## src/rtl/sram_ctrl_pkg.sv

```systemverilog
// Shared types and constants for the MEM-stage SRAM controller.
package sram_ctrl_pkg;

   typedef enum logic [1:0] {
      ST_IDLE = 2'd0,
      ST_LOW  = 2'd1,
      ST_HIGH = 2'd2,
      ST_DONE = 2'd3
   } state_t;

   localparam int unsigned BASE_ADDR_DEFAULT = 32'd1024;

endpackage

```

## src/rtl/sram_ctrl_if.sv

```systemverilog
// Pipeline-side data-memory bus between the MEM stage and the SRAM controller.
interface sram_ctrl_if;

   logic        rd_en;
   logic        wr_en;
   logic [31:0] address;
   logic [31:0] wdata;
   logic [31:0] rdata;
   logic        ready;

   modport master (output rd_en, wr_en, address, wdata, input rdata, ready);
   modport slave  (input rd_en, wr_en, address, wdata, output rdata, ready);

endinterface

```

## src/rtl/sram_ctrl_wait_counter.sv

```systemverilog
// Wait-state counter: counts up from 0 and flags the last cycle of an SRAM phase.
module wait_counter #(
   parameter int unsigned WAIT_CYCLES = 3,
   parameter int unsigned CW          = $clog2(WAIT_CYCLES + 1)
) (
   input  logic          clk,
   input  logic          rst,
   input  logic          clr,
   output logic [CW-1:0] cnt,
   output logic          tc
);

   logic [CW-1:0] cnt_r;

   // Count register; saturates at terminal count until cleared.
   always_ff @(posedge clk) begin
      if (rst || clr) begin
         cnt_r <= '0;
      end else if (!tc) begin
         cnt_r <= cnt_r + CW'(1);
      end else begin
         cnt_r <= cnt_r;
      end
   end

   // Terminal-count decode.
   always_comb begin
      cnt = cnt_r;
      tc  = (cnt_r == CW'(WAIT_CYCLES - 1));
   end

endmodule

```

## src/rtl/sram_ctrl.sv

```systemverilog
// MEM-stage data-memory responder: one 32-bit access becomes two wait-stated
// half-word accesses on an external asynchronous 16-bit SRAM.
module sram_ctrl
   import sram_ctrl_pkg::*;
#(
   parameter int unsigned WAIT_CYCLES = 3,
   parameter int unsigned BASE_ADDR   = BASE_ADDR_DEFAULT,
   parameter int unsigned SRAM_AW     = 18
) (
   input  logic               clk,
   input  logic               rst,
   sram_ctrl_if.slave         bus,
   output logic [SRAM_AW-1:0] sram_addr,
   output logic               sram_we_n,
   output logic [15:0]        sram_dq_out,
   output logic               sram_dq_oe,
   input  logic [15:0]        sram_dq_in
);

   localparam int unsigned CW = $clog2(WAIT_CYCLES + 1);
   localparam int unsigned IW = SRAM_AW - 1;

   state_t               state_r;
   logic                 op_wr_r;
   logic [IW-1:0]        idx_r;
   logic [15:0]          wdata_hi_r;
   logic [31:0]          rdata_r;
   logic [SRAM_AW-1:0]   addr_r;
   logic                 we_n_r;
   logic [15:0]          dq_out_r;
   logic                 dq_oe_r;

   logic                 req_s;
   logic [IW-1:0]        idx_s;
   logic                 clr_s;
   logic [CW-1:0]        cnt_s;
   logic                 tc_s;

   wait_counter #(
      .WAIT_CYCLES (WAIT_CYCLES),
      .CW          (CW)
   ) u_wait_counter (
      .clk (clk),
      .rst (rst),
      .clr (clr_s),
      .cnt (cnt_s),
      .tc  (tc_s)
   );

   // Request decode, word index, counter clear and the combinational freeze.
   always_comb begin
      req_s       = bus.rd_en | bus.wr_en;
      idx_s       = IW'((bus.address - 32'(BASE_ADDR)) >> 2);
      // Every state change clears the counter; IDLE/DONE keep it parked at 0.
      clr_s       = (state_r == ST_IDLE) | (state_r == ST_DONE) | tc_s;
      bus.ready   = ~req_s | (state_r == ST_DONE);
      bus.rdata   = rdata_r;
      sram_addr   = addr_r;
      sram_we_n   = we_n_r;
      sram_dq_out = dq_out_r;
      sram_dq_oe  = dq_oe_r;
   end

   // Access FSM with registered SRAM pins; pin values are set one edge ahead.
   always_ff @(posedge clk) begin
      if (rst) begin
         state_r    <= ST_IDLE;
         op_wr_r    <= 1'b0;
         idx_r      <= '0;
         wdata_hi_r <= 16'h0000;
         rdata_r    <= 32'h0000_0000;
         addr_r     <= '0;
         we_n_r     <= 1'b1;
         dq_out_r   <= 16'h0000;
         dq_oe_r    <= 1'b0;
      end else begin
         case (state_r)
            ST_IDLE: begin
               if (req_s) begin
                  state_r    <= ST_LOW;
                  op_wr_r    <= bus.wr_en;
                  idx_r      <= idx_s;
                  wdata_hi_r <= bus.wdata[31:16];
                  addr_r     <= {idx_s, 1'b0};
                  we_n_r     <= ~bus.wr_en;
                  dq_out_r   <= bus.wdata[15:0];
                  dq_oe_r    <= bus.wr_en;
               end
            end
            ST_LOW: begin
               if (tc_s) begin
                  state_r  <= ST_HIGH;
                  addr_r   <= {idx_r, 1'b1};
                  we_n_r   <= ~op_wr_r;
                  dq_out_r <= wdata_hi_r;
                  if (!op_wr_r) begin
                     rdata_r[15:0] <= sram_dq_in;
                  end
               end else begin
                  // WE rises for the final cycle so address/data outlast it.
                  we_n_r <= ~op_wr_r | (cnt_s == CW'(WAIT_CYCLES - 2));
               end
            end
            ST_HIGH: begin
               if (tc_s) begin
                  state_r <= ST_DONE;
                  we_n_r  <= 1'b1;
                  dq_oe_r <= 1'b0;
                  if (!op_wr_r) begin
                     rdata_r[31:16] <= sram_dq_in;
                  end
               end else begin
                  we_n_r <= ~op_wr_r | (cnt_s == CW'(WAIT_CYCLES - 2));
               end
            end
            ST_DONE: begin
               state_r <= ST_IDLE;
            end
            default: begin
               state_r <= ST_IDLE;
               we_n_r  <= 1'b1;
               dq_oe_r <= 1'b0;
            end
         endcase
      end
   end

endmodule

```

## src/flat_wrapper.sv

```systemverilog
// flat-port wrapper written by rule: the top's interface ports become plain ports
module sram_ctrl_flat import sram_ctrl_pkg::*;
#(
   parameter int unsigned WAIT_CYCLES = 3,
   parameter int unsigned BASE_ADDR   = BASE_ADDR_DEFAULT,
   parameter int unsigned SRAM_AW     = 18
)
  (clk, rst, sram_addr, sram_we_n, sram_dq_out, sram_dq_oe, sram_dq_in, bus_rd_en, bus_wr_en, bus_address, bus_wdata, bus_rdata, bus_ready);
  sram_ctrl_if bus_i ();
  input  logic clk;
  input  logic rst;
  output logic [SRAM_AW-1:0] sram_addr;
  output logic sram_we_n;
  output logic [15:0] sram_dq_out;
  output logic sram_dq_oe;
  input  logic [15:0] sram_dq_in;
  input wire logic [$bits(bus_i.rd_en)-1:0] bus_rd_en;
  input wire logic [$bits(bus_i.wr_en)-1:0] bus_wr_en;
  input wire logic [$bits(bus_i.address)-1:0] bus_address;
  input wire logic [$bits(bus_i.wdata)-1:0] bus_wdata;
  output wire logic [$bits(bus_i.rdata)-1:0] bus_rdata;
  output wire logic [$bits(bus_i.ready)-1:0] bus_ready;
  assign bus_i.rd_en = bus_rd_en;
  assign bus_i.wr_en = bus_wr_en;
  assign bus_i.address = bus_address;
  assign bus_i.wdata = bus_wdata;
  assign bus_rdata = bus_i.rdata;
  assign bus_ready = bus_i.ready;
  sram_ctrl #(.WAIT_CYCLES(WAIT_CYCLES), .BASE_ADDR(BASE_ADDR), .SRAM_AW(SRAM_AW)) u_core (.clk(clk), .rst(rst), .bus(bus_i), .sram_addr(sram_addr), .sram_we_n(sram_we_n), .sram_dq_out(sram_dq_out), .sram_dq_oe(sram_dq_oe), .sram_dq_in(sram_dq_in));
endmodule
```

## config.mk

```make
export PLATFORM = sky130hd
export DESIGN_NAME = sram_ctrl_flat
export DESIGN_NICKNAME = d
export VERILOG_FILES = /design/src/rtl/sram_ctrl_pkg.sv /design/src/rtl/sram_ctrl_if.sv /design/src/rtl/sram_ctrl_wait_counter.sv /design/src/rtl/sram_ctrl.sv /design/src/flat_wrapper.sv
export SDC_FILE = /design/constraint.sdc
export NUM_CORES = 1
export LEC_CHECK = 0
export ABC_AREA = 1
export CAP_MARGIN = 0
export CORE_UTILIZATION = 49
export CTS_BUF_LIST = sky130_fd_sc_hd__clkbuf_4 sky130_fd_sc_hd__clkbuf_8 sky130_fd_sc_hd__clkbuf_16
export CTS_CLUSTER_SIZE = 8
export DETAILED_ROUTE_END_ITERATION = 6
export PLACE_DENSITY = 0.91
export SLEW_MARGIN = 20
export SYNTH_ARGS = -nofsm -noshare
export SYNTH_HDL_FRONTEND = slang
export SYNTH_SLANG_ARGS = --single-unit
```

## constraint.sdc

```tcl
create_clock -name clk -period 4.9 [get_ports clk]
set_clock_uncertainty 0.1 [all_clocks]
set_input_delay 0.735 -clock clk [delete_from_list [all_inputs] [get_ports clk]]
set_output_delay 0.735 -clock clk [all_outputs]
set_load 0.02 [all_outputs]
```

# After elaboration in Yosys (flattened, before gate mapping)
# Cells that the tools add are included.
# totals
regBits,106
input_bits,84
output_inout_bits,69
wordCells,58
# op_classes
addsub,2
n_eq_ne,8
muxes,17
bitwise,8
n_reduce_logical,12
# ops
cell,n
$mux 18,2
$pmux 18 s2,1
$mux 16,2
$pmux 16 s2,1
$sub 19x11->19 const B,1
$reduce_and 3->1,5
$pmux 2 s4,1
$eq 2x2->1 const B,3
$mux 2,3
$ne 2x1->1 const B,3
$mux 1,5
$or 1x1->1,5
$eq 2x1->1 const B,2
$reduce_and 2->1,2
$reduce_bool 2->1,2
$not 1->1,3
$pmux 1 s3,1
$reduce_bool 3->1,1
$add 2x1->2 const B,1
$logic_not 2->1,1
$pmux 1 s2,1
$logic_or 1x1->1,1

# Depth between registers and ports, before layout
# Gate-level depths: netlist of the first run.
# depth
depth_word,4
ltp_mapped,10
ltp_nobuf,9

# By module
# A second synthesis of the first run with hierarchy kept.
# hier_totals
hier_cells,634
hier_area_um2,4500.6
# modules_own_cells
module,n_inst,cells_each,area_each_um2,seq_area_each_um2
sram_ctrl,1,618,4377.9,2082.0
wait_counter,1,16,122.6,40.0

# Least setup slack after synthesis of the first run
# OpenSTA, ideal clock, no wires.
# synth_timing
kind,in2out
startpoint,in bus_wr_en
endpoint,out bus_ready
arrival_time_ns,1.089
required_ns,4.065
setup_slack_ns,2.976
path_stages,2
path_buffers,0
cell_sequence,nor2_2 or2_2
# synth_via
elab_chain_cells,3
# synth_rtl
item,line,source
start: declaration,flat_wrapper.sv:18,input wire logic [$bits(bus_i.wr_en)-1:0] bus_wr_en;
$or 1x1->1,sram_ctrl.sv:52,req_s = bus.rd_en | bus.wr_en;
$not 1->1,sram_ctrl.sv:56,bus.ready = ~req_s | (state_r == ST_DONE);
$or 1x1->1,sram_ctrl.sv:56,
end: declaration,flat_wrapper.sv:22,output wire logic [$bits(bus_i.ready)-1:0] bus_ready;
# No other way between the ends.

# Worst setup path in the final report of the first run
# Ends and elaborated chain as after synthesis.

==> results of run 1 <==
[flip-flops by register name, indices dropped and copies added (netlist names)]
| register | count |
|---|---|
| u_core.state_r | 2 |
| u_core.sram_we_n | 1 |
| u_core.op_wr_r | 1 |
| u_core.u_wait_counter.cnt | 2 |
| u_core.idx_r | 17 |
| u_core.sram_dq_out | 16 |
| u_core.wdata_hi_r | 16 |
| u_core.bus.rdata | 32 |
| u_core.sram_addr | 18 |
| u_core.sram_dq_oe | 1 |
[cell families after synthesis]
group	after synthesis	share of synthesized area
AOI/OAI and AO/OA	146	0.174
xor gates and xnor gates	1	0.00190
adders and majority gates	7	0.0190
buffers and inverters	102	0.101
DFF	106	0.460
muxes	1	0.00217
and+or+nand+nor	281	0.243
[cell usage after synthesis, types with 3 or more instances]
cell type  count
inv_1         64
buf_2         13
buf_4          3
a21oi_2       15
nand3_1       18
nand2_2       11
clkbuf_1      14
o21ai_1        4
nand2_1      123
buf_6          4
a21oi_1       34
dfxtp_1      106
nor2_1       123
ha_1           7
o21ai_0       89
[per-stage QoR]
step	utilization	hold slack [ns]	setup slack, ns	power, W
2_1_floorplan	-	0.317	2.98	0.00231
3_3_place_gp	0.646	0.329	1.88	0.00267
3_5_place_dp	0.646	0.337	1.87	0.00272
4_1_cts	0.669	0.351	1.87	0.00329
5_1_grt	0.669	0.370	1.67	0.00352
6_report	0.669	0.352	1.87	0.00328
[power groups by stage]
stage                     Combinational (W)  Clock (W)  Sequential, W
after floorplan                    0.000943          0        0.00137
after global placement              0.00144          0        0.00123
after detailed placement            0.00148          0        0.00124
after CTS                           0.00149   0.000578        0.00122
after global routing                0.00166   0.000613        0.00125
final                               0.00149   0.000569        0.00122
[final timing paths]
| check | start | to | slack (ns) | depth (start not counted) |
|---|---|---|---|---|
| worst min-delay path | u_core.bus.rdata[12] | u_core.bus.rdata[12] | 0.35 | 2 |
| worst min register to register | u_core.bus.rdata[12] | u_core.bus.rdata[12] | 0.35 | 2 |
| worst max register to register | u_core.state_r[1] | u_core.bus.rdata[14] | 2.01 | 5 |
| worst max-delay path | bus_wr_en | bus_ready | 1.87 | 4 |
[routing by layer]
metal	vias up	GRT usage	part of all wire
li1	2245	-	-
met2	117	0.440	0.50
met5	-	0	0
met3	8	0.0603	0.075
met4	0	0.0815	0.0090
met1	2035	0.283	0.41
[tightest hold or removal path, delay by kind of cell (launching register included)]
family	cells	cell delay, ns
compound gates	1	0.05
flops	1	0.32
buf+inv	1	0.04
[final cells by class]
class,instances,share of cell area
flip-flops and latches,106,0.345
inverters,65,0.0399
clock inverters,7,0.0136
well taps,111,0.0226
clock buffers,9,0.0201
repair buffers,140,0.227
multi-input cells,436,0.332
==> impl_metrics.py, run 1 <==
metrics = {
    "power": {
        "combPwrFrac": 0.454,
        "p_switching_w": 0.00137,
        "ir_drop_mv": 0.255,
        "p_seq_frac": 0.372,
        "clock_power_share": 0.174,
        "p_leak_nw": 2.64,
        "power_report.internal_total_w": 0.00191,
        "sw_frac_of_total": 0.418,
        "power_density_nw_per_um2": 533,
    },
    "clock_network": {
        "htreeDepth": 3,
        "cts_tree": "done",
        "postCtsHoldBufs": 0,
        "insertion_delay_ns": 0.37,
        "post-cts-setup-buffers": 0,
        "clk_pin_slew_ns": 0.10,
        "cts_resized": 0,
        "clockRootBuffer": "clkbuf_8",
        "cts.sink_count": 106,
        "cts_buffers": 9,
        "cts_buffer_depth": 2,
    },
    "synth": {
        "synth_cells": 644,
        "ys_seq_area_frac": 0.460,
        "synth-seq-cells": 106,
        "syn_area_um2": 4610,
        "synth_area_leaders": "dfxtp_1, nand2_1, nor2_1",
        "synth_top_area_share": 0.460,
        "syn_avg_cell_area_um2": 7.16,
        "syn-num-nets": 735,
        "synth_cell_types": 27,
        "synth_area_leader_cell": "dfxtp_1",
        "synth_edf_count": 0,
        "ys_warn_count": 0,
        "synthFlopType": "dfxtp_1",
        "synthArstFlopShare": 0,
    },
    "sta": {
        "min_period_ns": 3.03,
        "hold_violations": 0,
        "rsz0062_at_grt": "false",
        "setup_viol": 0,
        "fin_crit_sh": 0.617,
        "relSlewSlack": 0.342,
        "drv_slew": 0,
        "clock.fmax_ghz": 0.331,
        "setup_tns_ns": 0,
        "worst_pin_slew_ns": 0.985,
    },
    "setup_path": {
        "crit_arrival_ns": 2.19,
        "crit_family": "buffers and inverters",
        "crit_path_frequent_cell": "clkdlybuf4s50_1",
        "critPathSlowestCell": "clkdlybuf4s50_1",
        "critPathLaunchType": "input pin",
        "cp.required_ns": 4.07,
        "critPathKind": "in -> out",
        "worst-path-buf-inv": 2,
        "worstPathMaxFanout": 4,
        "cp-end-kind": "primary output",
        "cp_slowest_stage_delay_ns": 0.59,
        "path_cells": "clkdlybuf4s50_1 > nor2_2 > or2_2 > clkdlybuf4s50_1",
    },
    "die": {
        "fp-row-count": 35,
        "die_h_um": 99.0,
        "die-area_um2": 9800,
        "die_width_um": 99.0,
        "io_pins": 153,
        "core_area_um2": 9200,
        "start_util": 0.501,
    },
    "global_route": {
        "antenna_found_initial": 0,
        "grt_pass1_wl_mm": 19.3,
        "grt-ovfl-total": 0,
        "grt_max_degree": 87,
        "grt_pass1_vias": 4332,
        "grt_usage": 0.245,
    },
    "outcome": {
        "status": "complete, no violations",
    },
    "final_layout": {
        "design_area_um2": 6150,
        "final_common_cell": "clkdlybuf4s50_1",
        "stdcell_count": 874,
        "drive_gt1_frac": 0.0708,
        "diodes": 0,
        "nFillCells": 772,
        "multi_input_area_um2": 2040,
        "layout.nets": 849,
        "mostFrequentLayoutCells": "clkdlybuf4s50_1, nand2_1, nor2_1, dfxtp_1, o21ai_0",
        "regArea_um2": 2120,
        "syn2layout_area_growth_pct": 33.4,
    },
    "detailed_routing": {
        "postRouteAntennaNets": 0,
        "post_drt_wl_per_cell_um": 13.3,
        "wirelength_mm": 11.6,
        "first_iter_violations": 166,
        "vias_per_cell": 5.04,
        "drt_first_pass_iters": 4,
        "drc_errors": 0,
        "num_vias": 4405,
    },
    "job": {
        "maxCapViolCount": 0,
    },
    "worst_hold_path": {
        "min_path_type": "reg -> reg",
    },
    "place": {
        "portBuffers": 137,
        "gp_congestion": 0.851,
        "place_area_um2": 5940,
        "dp.cells": 858,
        "dp_hpwl_mm": 7.92,
    },
}
No activity file was read; power rests on OpenSTA's default activity.
==> run 2, diff against run 1 <==
--- a/config.mk
+++ b/config.mk
@@ -7,11 +7,11 @@
 export LEC_CHECK = 0
 export ABC_AREA = 1
 export CAP_MARGIN = 0
-export CORE_UTILIZATION = 49
+export CORE_UTILIZATION = 46
 export CTS_BUF_LIST = sky130_fd_sc_hd__clkbuf_4 sky130_fd_sc_hd__clkbuf_8 sky130_fd_sc_hd__clkbuf_16
 export CTS_CLUSTER_SIZE = 8
 export DETAILED_ROUTE_END_ITERATION = 6
-export PLACE_DENSITY = 0.91
+export PLACE_DENSITY = 0.86
 export SLEW_MARGIN = 20
 export SYNTH_ARGS = -nofsm -noshare
 export SYNTH_HDL_FRONTEND = slang
==> constraint.sdc (replaced) <==
create_clock -name clk -period 2.9 [get_ports clk]
set_clock_uncertainty 0.1 [all_clocks]
set_input_delay 0.435 -clock clk [delete_from_list [all_inputs] [get_ports clk]]
set_output_delay 0.435 -clock clk [all_outputs]
set_load 0.02 [all_outputs]
==> run 2 against run 1 <==
Via count grew 1.6%. Routed wire length increased by 1.1%. Die area rose by 6.4%. Largest cell class unchanged. Count of clock-buffer cells in the layout grew 1. Global-route usage decreased by 1.3 points. Largest power group unchanged. Sequential share of layout area decreased by 0.33 points. Sequential cell count unchanged. Hold slack worse by 0.0024 ns. Critical path depth stayed put.
==> impl_metrics.py, run 2 (synthesis results as in run 1) <==
metrics = {
    "outcome": {
        "status": "complete, no violations",
    },
    "setup_path": {
        "r2r-end": "u_core.sram_addr[5]",
        "cp-end-kind": "primary output",
        "r2r_setup_slack_ns": 0.68,
        "ff2ff_path_depth": 7,
        "cp.required_ns": 2.37,
        "worst-path-buf-inv": 2,
        "crit_family": "buffers and inverters",
        "critPathKind": "in -> out",
        "critPathSlowestCell": "clkdlybuf4s50_1",
        "worstPathMaxFanout": 4,
        "reg2reg_from": "u_core.state_r[1]",
        "crit_arrival_ns": 1.94,
        "crit_path_frequent_cell": "clkdlybuf4s50_1",
        "path_cells": "clkdlybuf4s50_1 > nor2_2 > or2_2 > clkdlybuf4s50_1",
        "cp_slowest_stage_delay_ns": 0.59,
        "critPathLaunchType": "input pin",
    },
    "clock_network": {
        "cts.sink_count": 106,
        "cts_buffers": 9,
        "postCtsHoldBufs": 0,
        "post-cts-setup-buffers": 0,
        "clk_pin_slew_ns": 0.11,
        "clockRootBuffer": "clkbuf_8",
        "cts_buffer_depth": 2,
        "insertion_delay_ns": 0.37,
        "htreeDepth": 3,
        "cts_tree": "done",
        "cts_resized": 0,
    },
    "final_layout": {
        "design_area_um2": 6210,
        "multi_input_area_um2": 2040,
        "final_common_cell": "clkdlybuf4s50_1",
        "drive_gt1_frac": 0.0768,
        "final_util": 0.639,
        "layout.nets": 854,
        "diodes": 0,
        "regArea_um2": 2120,
        "mostFrequentLayoutCells": "clkdlybuf4s50_1, nand2_1, nor2_1, dfxtp_1, o21ai_0",
        "nFillCells": 872,
        "syn2layout_area_growth_pct": 34.7,
        "largest_register_ffs": 32,
    },
    "detailed_routing": {
        "post_drt_wl_per_cell_um": 13.0,
        "drc_errors": 0,
        "first_iter_violations": 189,
        "vias_per_cell": 4.97,
        "wirelength_mm": 11.7,
        "num_vias": 4476,
        "postRouteAntennaNets": 0,
        "drt_first_pass_iters": 5,
    },
    "global_route": {
        "grt_pass1_wl_mm": 18.9,
        "grt_usage": 0.231,
        "grt_max_degree": 48,
        "antenna_found_initial": 0,
        "grtUsageMet2": 0.412,
        "grt_pass1_vias": 4150,
        "grt_most_used_layer": "met2",
        "met1_usage": 0.270,
        "grt-ovfl-total": 0,
        "use_met3": 0.0479,
    },
    "place": {
        "dp_hpwl_mm": 8.30,
        "gp_congestion": 0.879,
        "portBuffers": 137,
        "place_area_um2": 6020,
    },
    "worst_hold_path": {
        "min_path_type": "reg -> reg",
        "holdPathEnd": "u_core.bus.rdata[12]",
        "min_from": "u_core.bus.rdata[12]",
        "hold_depth": 2,
    },
    "die": {
        "core_area_um2": 9730,
        "start_util": 0.474,
        "die_h_um": 102,
        "die-area_um2": 10400,
        "die_width_um": 102,
        "fp-row-count": 36,
        "io_pins": 153,
    },
    "power": {
        "power_density_nw_per_um2": 888,
        "p_leak_nw": 2.66,
        "ir_drop_mv": 0.350,
    },
    "sta": {
        "clock.fmax_ghz": 0.403,
        "worst_pin_slew_ns": 0.802,
        "setup_viol": 0,
        "fin_crit_sh": 0.855,
        "hold_violations": 0,
        "rsz0062_at_grt": "false",
        "drv_slew": 0,
        "setup_tns_ns": 0,
        "relSlewSlack": 0.465,
        "min_period_ns": 2.48,
    },
    "job": {
        "maxCapViolCount": 0,
    },
}
## run 2: cell types whose count changed in the layout (fill, tap and decap cells not counted), sizes merged
cell,before,now
buf,3,8
clkinv,3,0
inv,68,70
bufinv,1,0
clkbuf,9,10
clkinvlp,0,1
## run 2: where the power goes
group / internal, W / total (W) / switching (W)
sequential: 0.00186 / 0.00207 / 0.000214
combinational: 0.000972 / 0.00256 / 0.00158
clock: 0.000355 / 0.000888 / 0.000533
total: 0.00318 / 0.00551 / 0.00233
## run 2: how the worst max path moves through the flow
stage	end	from	depth (start not counted)	slack (ns)
floorplan	u_core.sram_dq_out[0]	u_core.state_r[1]	9	1.31
global placement	bus_ready	bus_wr_en	4	0.44
detailed placement	bus_ready	bus_wr_en	4	0.42
CTS	bus_ready	bus_wr_en	4	0.42
global route	bus_ready	bus_wr_en	4	0.34
finish	bus_ready	bus_wr_en	4	0.42
## run 2: worst reg2reg max path, stage by stage, from the launching register on
cell      delay [ns]
dfxtp_1         0.35
inv_1           0.09
ha_2            0.44
nand2_1         0.20
o211ai_4        0.26
buf_4           0.41
o21ai_0         0.15
nor2_1          0.15
## run 2: stage by stage
step                total power [W]  std cells  hold slack (ns)  setup WS [ns]
floorplan                   0.00390        644            0.317           1.31
global placement            0.00456        885            0.328          0.444
detailed placement          0.00465        885            0.338          0.417
CTS                         0.00554        901            0.351          0.417
global route                0.00592        901            0.373          0.341
finish                      0.00551        901            0.349          0.421
## run 2: cell type report
type                            count  share of cell area
Clock buffer                       10              0.0222
Inverter                           65              0.0393
Multi-Input combinational cell    436               0.329
Tap cell                          133              0.0268
Clock inverter                      6             0.00866
Timing Repair Buffer              145               0.232
Sequential cell                   106               0.342
## run 2: per-layer routing
| metal | wire length [µm] | vias up |
|---|---|---|
| met3 | 775 | 13 |
| met1 | 4940 | 2068 |
| met2 | 5820 | 138 |
| met5 | 0 | - |
| li1 | - | 2257 |
| met4 | 200 | 0 |
==> run 3, diff against run 2 <==
--- a/config.mk
+++ b/config.mk
@@ -7,6 +7,7 @@
 export LEC_CHECK = 0
 export ABC_AREA = 1
 export CAP_MARGIN = 0
+export CORE_MARGIN = 5
 export CORE_UTILIZATION = 46
 export CTS_BUF_LIST = sky130_fd_sc_hd__clkbuf_4 sky130_fd_sc_hd__clkbuf_8 sky130_fd_sc_hd__clkbuf_16
 export CTS_CLUSTER_SIZE = 8
==> run 3 against run 2 <==
Register-to-register slack got worse by 0.04 ns. Sequential share of layout area rose by 0.090 points. First-iteration DRC count is 6.9% lower. Design area shrank 0.26%. Via count down 1.8%. Fmax is 2.8% higher.
==> impl_metrics.py, run 3 (synthesis results as in run 1) <==
metrics = {
    "place": {
        "dp.cells": 885,
        "portBuffers": 137,
        "dp_hpwl_mm": 8.73,
        "gp_congestion": 0.865,
        "pre_cts_slack_ns": 0.471,
    },
    "detailed_routing": {
        "num_vias": 4394,
        "drc_errors": 0,
        "postRouteAntennaNets": 0,
        "first_iter_violations": 176,
        "vias_per_cell": 4.88,
        "drt_first_pass_iters": 5,
        "wirelength_mm": 12.1,
        "post_drt_wl_per_cell_um": 13.5,
    },
    "final_layout": {
        "stdcell_count": 900,
        "layout.nets": 854,
        "syn2layout_area_growth_pct": 34.3,
        "largest_register_ffs": 32,
        "final_common_cell": "clkdlybuf4s50_1",
        "mostFrequentLayoutCells": "clkdlybuf4s50_1, nand2_1, nor2_1, dfxtp_1, o21ai_0",
        "nFillCells": 869,
        "diodes": 0,
        "drive_gt1_frac": 0.0756,
    },
    "setup_path": {
        "r2r_setup_slack_ns": 0.64,
        "cp-end-kind": "primary output",
        "critPathLaunchType": "input pin",
        "crit_arrival_ns": 1.88,
        "worstPathMaxFanout": 4,
        "reg2reg_from": "u_core.state_r[1]",
        "critPathKind": "in -> out",
        "cp-startpoint": "bus_wr_en",
        "cp.required_ns": 2.37,
        "ff2ff_path_depth": 7,
        "r2r-end": "u_core.sram_addr[5]",
    },
    "sta": {
        "rsz0062_at_grt": "false",
        "min_period_ns": 2.41,
        "hold_slack_ns": 0.350,
        "setup_viol": 0,
        "worst_pin_slew_ns": 0.823,
        "drv_slew": 0,
        "setup_tns_ns": 0,
        "fin_crit_sh": 0.831,
        "clock.fmax_ghz": 0.415,
        "setup_ws_ns": 0.490,
        "relSlewSlack": 0.451,
        "hold_violations": 0,
    },
    "clock_network": {
        "cts_buffer_depth": 2,
        "post-cts-setup-buffers": 0,
        "insertion_delay_ns": 0.36,
        "clk_pin_slew_ns": 0.10,
        "htreeDepth": 3,
        "postCtsHoldBufs": 0,
        "cts.sink_count": 106,
        "cts_buffers": 9,
        "clockRootBuffer": "clkbuf_8",
        "cts_resized": 0,
        "cts_tree": "done",
    },
    "outcome": {
        "status": "complete, no violations",
    },
    "die": {
        "die_width_um": 110,
        "start_util": 0.472,
        "core_area_um2": 9770,
        "fp-row-count": 36,
        "die-area_um2": 12100,
        "io_pins": 153,
        "die_h_um": 110,
    },
    "worst_hold_path": {
        "min_path_type": "reg -> reg",
        "holdPathEnd": "u_core.bus.rdata[3]",
        "min_from": "u_core.bus.rdata[3]",
        "hold_depth": 2,
    },
    "global_route": {
        "grt_max_degree": 65,
        "grt_pass1_wl_mm": 19.8,
        "grt_pass1_vias": 4222,
        "grt-ovfl-total": 0,
        "antenna_found_initial": 0,
        "grt_usage": 0.205,
    },
    "power": {
        "p_leak_nw": 2.64,
        "ir_drop_mv": 0.388,
        "p_total_w": 0.00545,
        "power_density_nw_per_um2": 880,
    },
    "job": {
        "maxCapViolCount": 0,
    },
}
[run 3: cell count changes in the layout (fill, tap and decap cells not counted)]
cell        before  now
inv_6            4    1
clkinvlp_4       1    3
clkbuf_8        10    9
clkinv_4         0    1
[run 3: layout make-up]
type | count | area [µm²] | area share
inverters | 65 | 244 | 0.0394
well taps | 133 | 166 | 0.0269
repair buffers | 145 | 1440 | 0.233
clock buffers | 9 | 124 | 0.0200
clock inverters | 6 | 51.3 | 0.00828
flip-flops and latches | 106 | 2120 | 0.342
multi-input cells | 436 | 2040 | 0.330
[run 3: routing by layer]
| layer | track usage | share of wire | up-vias |
|---|---|---|---|
| li1 | - | - | 2252 |
| met1 | 0.252 | 0.43 | 1988 |
| met2 | 0.355 | 0.49 | 136 |
| met3 | 0.0437 | 0.063 | 18 |
| met4 | 0.0730 | 0.019 | 0 |
| met5 | 0 | 0 | - |
[run 3: worst max-delay path: stages]
cell             delay [ns]
clkdlybuf4s50_1        0.47
nor2_2                 0.23
or2_2                  0.15
clkdlybuf4s50_1        0.59
[run 3: worst max path at each step]
| stage | cells after the start | endpoint | slack [ns] |
|---|---|---|---|
| 6_report | 4 | bus_ready | 0.49 |
| 5_1_grt | 4 | bus_ready | 0.39 |
| 3_3_place_gp | 4 | bus_ready | 0.47 |
| 4_1_cts | 4 | bus_ready | 0.47 |
| 3_5_place_dp | 4 | bus_ready | 0.47 |
| 2_1_floorplan | 9 | u_core.sram_dq_out[0] | 1.31 |
[run 3: through the flow]
step / util / cell area (µm²)
floorplan: - / 4610
global placement: 0.616 / 6020
detailed placement: 0.616 / 6020
CTS: 0.634 / 6200
global route: 0.634 / 6200
finish: 0.634 / 6200
[run 3: power breakdown]
part | internal [W] | leakage (nW) | switching [W] | total (W)
combinational | 0.000971 | 1.69 | 0.00158 | 0.00255
sequential | 0.00186 | 0.872 | 0.000212 | 0.00207
clock | 0.000318 | 0.0798 | 0.000516 | 0.000834
total | 0.00315 | 2.64 | 0.00231 | 0.00545
